--- src/rtl/mux_pipe_reg_if.sv ---
// Handshake bus for mux_pipe_reg: input words + select upstream, registered word + error status downstream.
interface mux_pipe_reg_if #(
  parameter int unsigned WIDTH  = 16,
  parameter int unsigned NUM_IN = 6,
  parameter int unsigned SEL_W  = 3
);
  logic [NUM_IN*WIDTH-1:0] in_bus;
  logic [SEL_W-1:0]        select;
  logic                    in_valid;
  logic                    in_ready;
  logic [WIDTH-1:0]        out;
  logic                    out_valid;
  logic                    out_ready;
  logic                    err;
  logic [SEL_W-1:0]        err_sel;
  logic                    err_clr;

  modport master (
    output in_bus, select, in_valid, out_ready, err_clr,
    input  in_ready, out, out_valid, err, err_sel
  );

  modport slave (
    input  in_bus, select, in_valid, out_ready, err_clr,
    output in_ready, out, out_valid, err, err_sel
  );
endinterface

--- src/rtl/mux_pipe_reg.sv ---
// Registered N-input word mux with valid/ready handshake, two-entry skid buffer
// and sticky out-of-range select detection.
module mux_pipe_reg #(
  parameter int unsigned WIDTH  = 16,
  parameter int unsigned NUM_IN = 6,
  parameter int unsigned SEL_W  = 3
) (
  input  logic           clk,
  input  logic           reset,
  mux_pipe_reg_if.slave  bus
);
  localparam int unsigned CMP_W = SEL_W + 1;

  logic [WIDTH-1:0] o_data, o_data_nxt, s_data, s_data_nxt, word_c;
  logic             o_valid, o_valid_nxt, s_valid, s_valid_nxt;
  logic             in_ready_q, in_ready_nxt;
  logic             err_q, err_nxt;
  logic [SEL_W-1:0] err_sel_q, err_sel_nxt;
  logic             accept_c, legal_c;

  assign accept_c = bus.in_valid && in_ready_q;
  // Extra bit so NUM_IN == 2**SEL_W compares correctly
  assign legal_c  = CMP_W'(bus.select) < CMP_W'(NUM_IN);

  // Pick only the selected word; illegal codes yield zero and are discarded anyway
  always_comb begin
    word_c = '0;
    for (int unsigned k = 0; k < NUM_IN; k++) begin
      if (bus.select == SEL_W'(k)) word_c = bus.in_bus[k*WIDTH +: WIDTH];
    end
  end

  always_comb begin
    o_data_nxt  = o_data;
    o_valid_nxt = o_valid;
    s_data_nxt  = s_data;
    s_valid_nxt = s_valid;
    err_nxt     = err_q;
    err_sel_nxt = err_sel_q;

    if (o_valid && bus.out_ready) o_valid_nxt = 1'b0;

    // S full implies in_ready low, so no accept can race the S->O move
    if (s_valid) begin
      if (bus.out_ready) begin
        o_data_nxt  = s_data;
        o_valid_nxt = 1'b1;
        s_valid_nxt = 1'b0;
      end
    end else if (accept_c && legal_c) begin
      if (!o_valid || bus.out_ready) begin
        o_data_nxt  = word_c;
        o_valid_nxt = 1'b1;
      end else begin
        s_data_nxt  = word_c;
        s_valid_nxt = 1'b1;
      end
    end

    if (bus.err_clr) begin
      err_nxt     = 1'b0;
      err_sel_nxt = '0;
    end
    // A new error beats a simultaneous clear; otherwise the first error is held
    if (accept_c && !legal_c) begin
      err_nxt = 1'b1;
      if (!err_q || bus.err_clr) err_sel_nxt = bus.select;
    end

    in_ready_nxt = !s_valid_nxt;
  end

  always_ff @(posedge clk or posedge reset) begin
    if (reset) begin
      o_data     <= '0;
      o_valid    <= 1'b0;
      s_data     <= '0;
      s_valid    <= 1'b0;
      in_ready_q <= 1'b1;
      err_q      <= 1'b0;
      err_sel_q  <= '0;
    end else begin
      o_data     <= o_data_nxt;
      o_valid    <= o_valid_nxt;
      s_data     <= s_data_nxt;
      s_valid    <= s_valid_nxt;
      in_ready_q <= in_ready_nxt;
      err_q      <= err_nxt;
      err_sel_q  <= err_sel_nxt;
    end
  end

  assign bus.out       = o_data;
  assign bus.out_valid = o_valid;
  assign bus.in_ready  = in_ready_q;
  assign bus.err       = err_q;
  assign bus.err_sel   = err_sel_q;
endmodule

--- src/flat_wrapper.sv ---
// flat-port wrapper written by rule: the top's interface ports become plain ports
module mux_pipe_reg_flat 
#(
  parameter int unsigned WIDTH  = 16,
  parameter int unsigned NUM_IN = 6,
  parameter int unsigned SEL_W  = 3
)
  (clk, reset, bus_in_bus, bus_select, bus_in_valid, bus_out_ready, bus_err_clr, bus_in_ready, bus_out, bus_out_valid, bus_err, bus_err_sel);
  mux_pipe_reg_if #(.WIDTH(WIDTH), .NUM_IN(NUM_IN), .SEL_W(SEL_W)) bus_i ();
  input  logic clk;
  input  logic reset;
  input wire logic [$bits(bus_i.in_bus)-1:0] bus_in_bus;
  input wire logic [$bits(bus_i.select)-1:0] bus_select;
  input wire logic [$bits(bus_i.in_valid)-1:0] bus_in_valid;
  input wire logic [$bits(bus_i.out_ready)-1:0] bus_out_ready;
  input wire logic [$bits(bus_i.err_clr)-1:0] bus_err_clr;
  output wire logic [$bits(bus_i.in_ready)-1:0] bus_in_ready;
  output wire logic [$bits(bus_i.out)-1:0] bus_out;
  output wire logic [$bits(bus_i.out_valid)-1:0] bus_out_valid;
  output wire logic [$bits(bus_i.err)-1:0] bus_err;
  output wire logic [$bits(bus_i.err_sel)-1:0] bus_err_sel;
  assign bus_i.in_bus = bus_in_bus;
  assign bus_i.select = bus_select;
  assign bus_i.in_valid = bus_in_valid;
  assign bus_i.out_ready = bus_out_ready;
  assign bus_i.err_clr = bus_err_clr;
  assign bus_in_ready = bus_i.in_ready;
  assign bus_out = bus_i.out;
  assign bus_out_valid = bus_i.out_valid;
  assign bus_err = bus_i.err;
  assign bus_err_sel = bus_i.err_sel;
  mux_pipe_reg #(.WIDTH(WIDTH), .NUM_IN(NUM_IN), .SEL_W(SEL_W)) u_core (.clk(clk), .reset(reset), .bus(bus_i));
endmodule
--- config.mk ---
export PLATFORM = sky130hd
export DESIGN_NAME = mux_pipe_reg_flat
export DESIGN_NICKNAME = d
export VERILOG_FILES = /design/src/rtl/mux_pipe_reg_if.sv /design/src/rtl/mux_pipe_reg.sv /design/src/flat_wrapper.sv
export SDC_FILE = /design/constraint.sdc
export NUM_CORES = 1
export LEC_CHECK = 0
export BUFFER_PORTS_ARGS = -buffer_cell sky130_fd_sc_hd__buf_2
export CAP_MARGIN = 20
export CORE_MARGIN = 1
export CORE_UTILIZATION = 40
export DETAILED_ROUTE_END_ITERATION = 10
export GPL_TIMING_DRIVEN = 0
export PLACE_DENSITY = 0.74
export SYNTH_ARGS = -nofsm -noshare
export SYNTH_HDL_FRONTEND = slang
export SYNTH_SLANG_ARGS = --single-unit
--- constraint.sdc ---
create_clock -name clk -period 1.4 [get_ports clk]
set_input_delay 0.07 -clock clk [delete_from_list [all_inputs] [get_ports clk]]
set_output_delay 0.07 -clock clk [all_outputs]
set_load 0.05 [all_outputs]
Word-level counts from Yosys, hierarchy flattened
Index checks and enable logic that the tools add are counted.

Register bits: 39. Input port bits: 104. Output and inout bits: 22. Word-level logic and storage cells: 56.

Magnitude comparators: 1. Equality and inequality tests: 6. Muxes and demuxes: 24. Bitwise logic cells: 2. Reductions and logical operators: 16.

Operators by type and width (number): $mux 16 (10); $mux 1 (11); $mux 3 (3); $eq 3x2->1 const B (2); $eq 3x3->1 const B (2); $reduce_and 3->1 (2); $reduce_bool 2->1 (3); $logic_and 1x1->1 (4); $logic_not 1->1 (4); $eq 3x1->1 const B (1); $logic_not 3->1 (1); $lt 3x3->1 const B (1); $logic_or 1x1->1 (2); $ne 2x2->1 const B (1); $not 1->1 (2).

Depth between registers and ports, before layout
Gate-level depths: netlist of run 1.

Depth in word-level cells: 10. Gate-level depth with buffers: 7.

Worst setup path before layout of run 1
Ideal clock, no wire load.

Path type: register to register. Start: register u_core.in_ready_q (netlist: u_core.bus.in_ready). End: register u_core.s_data[0]. Library setup time: 137 ps. Arrival time: 1609 ps. Required time: 1263 ps. Path slack: -346 ps. Cell stages (with the launch flop): 6. Path buffers: 2. Path through: dfstp_2 nand2_1 nor4bb_1 buf_2 clkbuf_1 a21oi_1.

Cells in the longest elaborated chain, start to end: 3.

RTL lines: start, declared (RTL line mux_pipe_reg.sv:16) `logic in_ready_q, in_ready_nxt;`; start signal, assigned (RTL line mux_pipe_reg.sv:87) `in_ready_q <= in_ready_nxt;`; $logic_and 1x1->1 (RTL line mux_pipe_reg.sv:21) `assign accept_c = bus.in_valid && in_ready_q;`; $logic_and 1x1->1 (RTL line mux_pipe_reg.sv:50) `end else if (accept_c && legal_c) begin`; $reduce_and 3->1 (no source line); end signal, assigned (RTL line mux_pipe_reg.sv:85) `s_data <= s_data_nxt;`; end, declared (RTL line mux_pipe_reg.sv:14) `logic [WIDTH-1:0] o_data, o_data_nxt, s_data, s_data_nxt, word_c;`.

Every way passes these cells. A chain may end at the register's enable or synchronous reset.

Worst setup path after layout of run 1
Start: register u_core.in_ready_q (netlist: u_core.bus.in_ready). End: register u_core.s_data[2].

Same word-level chain as after synthesis.

==> impl_metrics.csv, run 1 <==
group,metric,value,unit
floorplan,die_h,82.45,microns
route,route.met2.wl,3880,microns
place,gp_congestion,0.8408,
layout,drive_gt1_frac,0.5401,
clock_tree,clock-sinks,39,
route,routedWlPerCell,15.88,microns
route,drc,0,
clock_tree,clock_latency,0.31,ns
synthesis,ys_ff_latch,39,
synthesis,synth-simple-area-share,0.1585,
route,route.met3.wl,474,microns
route,num_vias,2649,
timing,period_needed,1.586,ns
synthesis,synth_xor_xnor_area_share,0,
floorplan,io_pins,126,
power,p_per_area,1464,nW/um^2
synthesis,synth_warnings,0,
layout,instances_no_fill,486,
place,dp.cells,467,
floorplan,die_w,82.45,microns
place,dp_hpwl,5591,microns
layout,area_delta_synth_final,46.06,%
timing,period_share,1.133,
global_routing,grt_max_degree,40,
route,wl_met1,3166,microns
synthesis,yosys.area_share.adder,0,
timing,maxSlewViolCount,0,
global_routing,grt-ovfl-total,0,
timing,tns,-4.610,ns
worst_hold_path,hold_class,"input pin to register",
global_routing,antenna_found_initial,0,
timing,rsz0062_at_grt,"yes",
outcome,outcome,"finished, violations left",
route,top_layer_used,"met4",
route,wl,7720,microns
global_routing,grt_pass1_vias,2563,
floorplan,std_cell_rows,28,
route,antenna_left,0,
synthesis,synth_cells,269,
floorplan,initial_core_util,0.4247,
clock_tree,clk_path_buf_depth,2,
clock_tree,clk_pin_slew_worst_paths,0.08,ns
timing,hold-worst-slack,0.08243,ns
worst_setup_path,cp_max_fo,7,
floorplan,die_area,6797,sq um
worst_setup_path,critical_path_required,1.63,ns
floorplan,core-area,6096,sq um
worst_setup_path,worst_setup_path_end_kind,"register",
power,leakage,1.788,nW
timing,tightest_slew,0.8179,ns
route,drt-initial-drc-count,165,
route,via_per_inst,5.451,
synthesis,synth_compound_area_frac,0.2629,
clock_tree,numCtsBuffers,5,
synthesis,yosys.cell_types.count,32,
place,placed_area,3337,sq um
global_routing,grt_pass1_wl,11950,microns
timing,setup-violations-final,34,
synthesis,syn_nets,373,
clock_tree,root_buffer,"clkbuf_8",
clock_tree,ctsHtreeMaxLevel,2,
global_routing,track_usage,0.2363,
synthesis,mappedNetlistArea,2589,sq um
layout,nets,514,
timing,clock_skew,0.01101,ns
clock_tree,cts_tree,"yes",
layout,fin_util,0.6203,
place,io_buffers,123,
worst_setup_path,start_kind,"register",
layout,insertedDiodeCount,0,
route,firstDrtPassIters,4,
timing,relSlewSlack,0.4539,
synthesis,synth_top_family_by_area,"compound AO/OA/AOI/OAI gates",
synthesis,syn-mean-instance-area,9.624,sq um
place,post-place-ws,-0.2551,ns
worst_setup_path,cp.arrival,1.81,ns
timing,hold_violations,0,
synthesis,synthMuxAreaShare,0.1281,
timing,worst_slack,-0.1858,ns
timing,fmax,630.6,MHz
power,peakVddDrop,1671,uV
worst_setup_path,critPathKind,"register to register",
power,total_power,5.534,mW
synthesis,synth_seq_area_share,0.3775,
outcome,violations,"setup timing",
layout,stdcell_area,3781,sq um
run,drv_cap,0,
where the power goes:
part           internal [mW]  leakage [nW]  switching, mW
Clock                  0.448        0.0505          0.418
Sequential              1.60         0.473          0.348
Combinational           1.01          1.26           1.71
cells in the mapped netlist:
library cell / count / area, sq um
nor4bb_1: 1 / 10.01
o21ai_0: 35 / 175.2
buf_12: 1 / 20.02
nor3b_1: 1 / 7.510
a221oi_4: 1 / 26.28
a31oi_4: 1 / 21.27
a221oi_2: 10 / 150.1
nand2_1: 2 / 7.510
a211o_1: 1 / 8.760
nor2_1: 35 / 131.4
dfrtp_1: 38 / 950.9
buf_2: 9 / 45.04
mux2_2: 1 / 11.26
and3_4: 1 / 11.26
or3_1: 1 / 6.260
inv_2: 1 / 3.750
nand3b_1: 16 / 120.1
buf_4: 2 / 15.01
nor2b_1: 2 / 12.51
o211ai_1: 6 / 45.04
a221oi_1: 5 / 43.79
a21oi_1: 17 / 85.08
clkbuf_1: 10 / 37.54
nand3_1: 16 / 80.08
nand2b_1: 2 / 12.51
inv_1: 5 / 18.77
nand2_4: 1 / 11.26
buf_1: 1 / 3.750
dfstp_2: 1 / 26.28
buf_6: 4 / 45.04
o211ai_2: 10 / 125.1
mux2i_1: 32 / 320.3
what timing repair did:
action,CTS,global route
endpoints found under the hold margin,40,0
hold buffers,2,0
gates resized for setup,12,56
gates cloned,1,2
setup endpoints to repair,33,35
setup buffers,5,2
pin swaps,4,8
flip-flops by register name, summed over array words and instances (netlist names):
signal	count
u_core.bus.out_valid	1
u_core.bus.in_ready	1
u_core.bus.err	1
u_core.s_data	16
u_core.bus.err_sel	3
u_core.s_valid	1
u_core.bus.out	16
final timing paths:
| check | cells past startpoint | startpoint | slack (ns) | endpoint |
|---|---|---|---|---|
| min in group asynchronous | 3 | reset | 0.47 | u_core.bus.out[4] |
| worst max-delay path | 6 | u_core.bus.in_ready | -0.19 | u_core.s_data[2] |
| worst min register to register | 2 | u_core.bus.out[4] | 0.51 | u_core.bus.out[4] |
| max in group asynchronous | 3 | reset | 0.36 | u_core.s_valid |
| worst min-delay path | 3 | bus_in_bus[58] | 0.08 | u_core.s_data[10] |
| worst max register to register | 6 | u_core.bus.in_ready | -0.19 | u_core.s_data[2] |
critical path, stage by stage, from the launching register on:
cell	delay (ns)
dfstp_4	0.65
nand2_4	0.07
nor4bb_4	0.29
buf_6	0.19
clkbuf_16	0.17
nor2_2	0.03
a21oi_1	0.10
routing by layer:
layer  up-vias  track usage
met5         -            0
met2       103       0.4099
met3        24      0.04505
met4         0      0.08070
met1      1242       0.2923
li1       1280            -
layout by cell type (no fill, tap or decap), types with 7 or more instances in the layout:
cell type / count
nor2_1: 20
dfrtp_1: 37
nor2_2: 7
mux2i_1: 32
nand3_1: 16
nand3b_1: 16
nor2_4: 8
buf_2: 129
a21oi_2: 11
a221oi_2: 10
o211ai_2: 10
o21ai_0: 27
clkbuf_8: 7
kinds of logic after synthesis:
| group | Yosys count |
|---|---|
| muxes | 33 |
| DFF | 39 |
| buffers and inverters | 33 |
| and+or+nand+nor | 78 |
| AOI/OAI and AO/OA | 86 |
cell type report:
type,count,area [sq um]
clock buffers,7,96.34
multi-input cells,197,1580
plain buffers,26,212.7
fillers,521,2315
well taps,75,93.84
clock inverters,1,7.507
inverters,6,22.52
flip-flops and latches,39,982.2
repair buffers,135,785.8
No activity file was read; power rests on OpenSTA's default activity.
==> run 2, diff against run 1 <==
--- a/config.mk
+++ b/config.mk
@@ -6,12 +6,11 @@
 export NUM_CORES = 1
 export LEC_CHECK = 0
 export BUFFER_PORTS_ARGS = -buffer_cell sky130_fd_sc_hd__buf_2
-export CAP_MARGIN = 20
 export CORE_MARGIN = 1
-export CORE_UTILIZATION = 40
+export CORE_UTILIZATION = 42
 export DETAILED_ROUTE_END_ITERATION = 10
 export GPL_TIMING_DRIVEN = 0
-export PLACE_DENSITY = 0.74
+export PLACE_DENSITY = 0.77
 export SYNTH_ARGS = -nofsm -noshare
 export SYNTH_HDL_FRONTEND = slang
 export SYNTH_SLANG_ARGS = --single-unit
==> run 2 against run 1 <==
Compared with the run above:
- the flow still finishes with violations (setup timing)
- global-route usage is 1.6 points higher
- sequential share of layout area is 0.069 points higher
- setup slack lost 0.020 ns
- via count is 0.53% higher
- sequential power about the same
- register-to-register slack got worse by 0.02 ns
- fmax shrank 1.3%
- critical path type unchanged
- highest routed layer unchanged
==> impl_metrics.csv, run 2 (same netlist as run 1, synthesis figures left out) <==
group,metric,value,unit
worst_setup_path,critPathKind,"register to register",
clock_tree,clock_latency,0.29,ns
route,antenna_left,0,
timing,period_needed,1.606,ns
route,drc,0,
layout,drive_gt1_frac,0.5448,
route,via_per_inst,5.457,
layout,nets,516,
timing,clock_skew,0.01041,ns
timing,tns,-5.426,ns
global_routing,grt_pass1_vias,2758,
timing,hold_violations,0,
route,routedWlPerCell,16.22,microns
timing,worst_slack,-0.2059,ns
timing,fmax,622.7,MHz
place,post-place-ws,-0.2555,ns
layout,area_delta_synth_final,45.67,%
floorplan,core-area,5921,sq um
timing,maxSlewViolCount,0,
place,placed_area,3337,sq um
route,wl,7913,microns
worst_setup_path,cp-startpoint,"u_core.bus.in_ready",
timing,rsz0062_at_grt,"yes",
clock_tree,numCtsBuffers,5,
worst_setup_path,cp.arrival,1.82,ns
clock_tree,clock-sinks,39,
floorplan,std_cell_rows,28,
floorplan,initial_core_util,0.4372,
worst_hold_path,hold_class,"input pin to register",
floorplan,die_w,80.51,microns
global_routing,track_usage,0.2527,
place,gp_congestion,0.8196,
global_routing,antenna_found_initial,0,
timing,relSlewSlack,0.4475,
timing,setup-violations-final,35,
power,total_power,5.454,mW
power,peakVddDrop,1308,uV
power,leakage,1.789,nW
layout,fin_util,0.6369,
timing,period_share,1.147,
layout,layout_commonest_cell,"buf_2",
clock_tree,clk_pin_slew_worst_paths,0.08,ns
layout,insertedDiodeCount,0,
worst_setup_path,worst_setup_path_end_kind,"register",
outcome,outcome,"finished, violations left",
worst_setup_path,reg2reg_from,"u_core.bus.in_ready",
floorplan,die_area,6482,sq um
layout,stdcell_area,3771,sq um
place,dp_hpwl,5705,microns
global_routing,grt-ovfl-total,0,
timing,tightest_slew,0.8275,ns
route,num_vias,2663,
layout,final_cell_mix,"buf_2, dfrtp_1, mux2i_1, o21ai_0, nor2_1",
place,io_buffers,123,
outcome,violations,"setup timing",
clock_tree,clk_path_buf_depth,2,
run,drv_cap,0,
worst_hold_path,hp-start,"bus_in_bus[57]",
power,p_per_area,1446,nW/um^2
global_routing,grt_pass1_wl,12450,microns
route,firstDrtPassIters,4,
floorplan,die_h,80.51,microns
worst_setup_path,critical_path_required,1.62,ns
global_routing,grt_max_degree,40,
route,drt-initial-drc-count,113,
clock_tree,cts_tree,"yes",
floorplan,io_pins,126,
clock_tree,ctsHtreeMaxLevel,2,
worst_setup_path,cp_max_fo,7,
clock_tree,root_buffer,"clkbuf_8",
worst_setup_path,start_kind,"register",
-- run 2: changes by cell type in the layout (fill, tap and decap cells not counted), sizes merged --
| cell | change |
|---|---|
| buf | +1 |
| clkbuf | +1 |
| clkinv | +1 |
| clkinvlp | -1 |
-- run 2: layer usage --
| layer | vias up | part of all wire | global-route usage |
|---|---|---|---|
| met5 | - | 0 | 0 |
| met4 | 0 | 0.037 | 0.1125 |
| met3 | 25 | 0.047 | 0.03977 |
| met1 | 1253 | 0.42 | 0.2977 |
| li1 | 1282 | - | - |
| met2 | 103 | 0.49 | 0.4475 |
-- run 2: worst max-delay path: stages (launching register included) --
cell and delay [ns]:
dfstp_4 0.65, a31oi_4 0.09, or3_1 0.33, buf_6 0.16
buf_12 0.13, o211ai_2 0.16
-- run 2: path summary, 6_finish.rpt --
| kind | endpoint | slack, ns | depth (start not counted) |
|---|---|---|---|
| max in group asynchronous | u_core.s_valid | 0.35 | 3 |
| min reg2reg | u_core.bus.out[1] | 0.50 | 2 |
| max | u_core.bus.out[2] | -0.21 | 5 |
| min in group asynchronous | u_core.bus.out[0] | 0.49 | 3 |
| min | u_core.s_data[9] | 0.09 | 3 |
| max reg2reg | u_core.bus.out[2] | -0.21 | 5 |
-- run 2: where the power goes --
group / switching (mW) / internal [mW] / total, mW
clock: 0.392 / 0.398 / 0.790
sequential: 0.321 / 1.60 / 1.92
combinational: 1.74 / 1.00 / 2.74
total: 2.45 / 3.00 / 5.45
-- run 2: final cells by class --
type	instances	area (sq um)
fillers	479	2150
clock inverters	1	5.005
plain buffers	27	232.7
inverters	6	22.52
well taps	75	93.84
multi-input cells	197	1589
clock buffers	7	86.33
repair buffers	136	759.5
flip-flops and latches	39	982.2
-- run 2: timing repair --
item / in CTS / in global routing
hold buffers: 2 / 0
setup endpoints to repair: 33 / 35
gates resized for setup: 26 / 36
pin swaps: 3 / 5
buffers inserted: 7 / 2
gates cloned: 2 / 1
endpoints found under the hold margin: 39 / 0
-- run 2: metrics by stage --
step	std cells	hold WS (ns)
after floorplan	269	0.1664
after global placement	467	0.2986
after detailed placement	467	0.2852
after CTS	486	0.08766
after global routing	488	0.1025
final	488	0.08865
==> run 3, diff against run 2 <==
--- a/config.mk
+++ b/config.mk
@@ -7,10 +7,11 @@
 export LEC_CHECK = 0
 export BUFFER_PORTS_ARGS = -buffer_cell sky130_fd_sc_hd__buf_2
 export CORE_MARGIN = 1
-export CORE_UTILIZATION = 42
+export CORE_UTILIZATION = 43
+export CTS_BUF_LIST = sky130_fd_sc_hd__clkbuf_2
 export DETAILED_ROUTE_END_ITERATION = 10
 export GPL_TIMING_DRIVEN = 0
-export PLACE_DENSITY = 0.77
+export PLACE_DENSITY = 0.78
 export SYNTH_ARGS = -nofsm -noshare
 export SYNTH_HDL_FRONTEND = slang
 export SYNTH_SLANG_ARGS = --single-unit
==> run 3 against run 2 <==
Compared with the run above:
- clock-buffer cell count down 2
- flip-flop and latch count unchanged
- register-to-register slack about the same
- global-route usage down 0.33 points
- cell area about the same
- the flow still finishes with violations (setup timing)
- cell count up 1.0%
- clock skew about the same
- non-clock buffer count up 8
- clock power down 16%
- combinational power down 4%
==> impl_metrics.csv, run 3 (same netlist as run 1, synthesis figures left out) <==
group,metric,value,unit
timing,period_needed,1.602,ns
floorplan,die_area,6335,sq um
global_routing,grt_pass1_wl,12230,microns
run,drv_cap,0,
layout,final_cell_mix,"buf_2, dfrtp_1, o21ai_0, mux2i_1, nor2_1",
clock_tree,clk_path_buf_depth,2,
worst_setup_path,critPathKind,"register to register",
route,wl,7868,microns
timing,fmax,624.1,MHz
outcome,violations,"setup timing",
route,firstDrtPassIters,4,
clock_tree,clk_pin_slew_worst_paths,0.19,ns
route,drc,0,
power,p_per_area,1386,nW/um^2
layout,regArea,982.2,sq um
power,peakVddDrop,1281,uV
clock_tree,clock_latency,0.40,ns
route,routedWlPerCell,15.96,microns
timing,hold-worst-slack,0.003144,ns
global_routing,track_usage,0.2493,
floorplan,io_pins,126,
floorplan,die_h,79.59,microns
worst_hold_path,hold_class,"input pin to register",
clock_tree,numCtsBuffers,5,
global_routing,grt_pass1_vias,2750,
clock_tree,cts_tree,"yes",
global_routing,grt_max_degree,40,
worst_setup_path,critical_path_required,1.73,ns
layout,area_delta_synth_final,45.63,%
floorplan,std_cell_rows,27,
route,via_per_inst,5.564,
clock_tree,ctsHtreeMaxLevel,2,
power,total_power,5.227,mW
worst_setup_path,start_kind,"register",
layout,multi_input_area,1550,sq um
floorplan,die_w,79.59,microns
layout,drive_gt1_frac,0.4964,
floorplan,initial_core_util,0.4589,
worst_setup_path,cp_max_fo,10,
timing,period_share,1.145,
route,num_vias,2743,
timing,rsz0062_at_grt,"yes",
layout,nets,524,
timing,setup-violations-final,35,
layout,stdcell_area,3770,sq um
layout,instances_no_fill,493,
floorplan,core-area,5642,sq um
global_routing,antenna_found_initial,0,
place,io_buffers,123,
place,gp_congestion,0.8368,
worst_setup_path,worst_setup_path_end_kind,"register",
layout,layout_commonest_cell,"buf_2",
layout,insertedDiodeCount,0,
worst_setup_path,worst_path_largest_cell_delay,0.69,ns
clock_tree,clock-sinks,39,
outcome,outcome,"finished, violations left",
layout,fin_util,0.6682,
timing,clock_skew,0.01059,ns
timing,worst_slack,-0.2024,ns
layout,fillers,475,
timing,hold_violations,0,
clock_tree,root_buffer,"clkbuf_2",
place,dp_hpwl,5604,microns
global_routing,grt-ovfl-total,0,
power,leakage,1.797,nW
timing,maxSlewViolCount,0,
route,drt-initial-drc-count,222,
worst_setup_path,crit_slowest_cell,"dfstp_4",
worst_setup_path,cp.arrival,1.94,ns
timing,relSlewSlack,0.4524,
timing,tightest_slew,0.8203,ns
route,antenna_left,0,
place,dp.cells,464,
worst_setup_path,path_cells,"a31oi_4 -> or3_1 -> buf_6 -> buf_12 -> o211ai_2",
place,placed_area,3333,sq um
[run 3: cell count changes in the layout (fill, tap and decap cells not counted), moves of 2 or more]
cell           change
a21oi_1            +5
a21oi_2            -4
buf_4              -3
clkbuf_2           +5
clkbuf_8           -6
dlygate4sd3_1     +13
nor2_1             +6
nor2_2             -7
o21ai_0            +2
o21ai_1            -3
[run 3: final cells by class]
type	instances	area share
Multi-Input combinational cell	197	0.4112
Sequential cell	39	0.2605
Tap cell	72	0.02390
Inverter	6	0.005974
Clock buffer	5	0.006638
Clock inverter	3	0.01029
Timing Repair Buffer	144	0.2197
Buffer	27	0.06173
[run 3: path summary, 6_finish.rpt]
path	from	end	slack, ns	depth (start not counted)
max in group asynchronous	reset	u_core.s_valid	0.49	3
worst min register to register	u_core.bus.err	u_core.bus.err	0.54	2
worst max-delay path	u_core.bus.in_ready	u_core.bus.out[6]	-0.20	5
worst max register to register	u_core.bus.in_ready	u_core.bus.out[6]	-0.20	5
min in group asynchronous	reset	u_core.s_data[2]	0.35	3
worst min-delay path	bus_in_bus[61]	u_core.s_data[13]	0.003	3
[run 3: report_power, final]
part	total (mW)	internal [mW]	switching, mW	leakage, nW
Combinational	2.63	0.948	1.69	1.28
Clock	0.665	0.294	0.372	0.0404
Sequential	1.93	1.59	0.334	0.473
[run 3: worst max-delay path: cells and delay by family (launching register included)]
kind / cells / cell delay [ns]
flip-flops: 1 / 0.69
buffers and inverters: 2 / 0.29
AO/OA/AOI/OAI: 2 / 0.23
AND/OR/NAND/NOR: 1 / 0.33
[run 3: metrics by stage]
stage          worst slack, ns  setup TNS (ns)
2_1_floorplan          -0.2465          -5.510
3_3_place_gp           -0.2247          -8.302
3_5_place_dp           -0.2364          -5.265
4_1_cts                -0.2610          -6.234
5_1_grt                -0.2816          -7.834
6_report               -0.2024          -4.998
[run 3: what timing repair did]
| action | CTS | global route |
|---|---|---|
| endpoints found under the setup margin | 34 | 36 |
| setup buffers | 2 | 2 |
| hold endpoints to repair | 50 | 4 |
| hold buffers | 12 | 3 |
| gates resized for setup | 8 | 40 |
| gates cloned | 1 | 1 |
| pin swaps | 4 | 6 |
[run 3: per-layer routing]
layer,wire [microns],track usage
met5,0,0
met4,183,0.1073
met3,374,0.04800
met2,3999,0.4325
met1,3311,0.2980
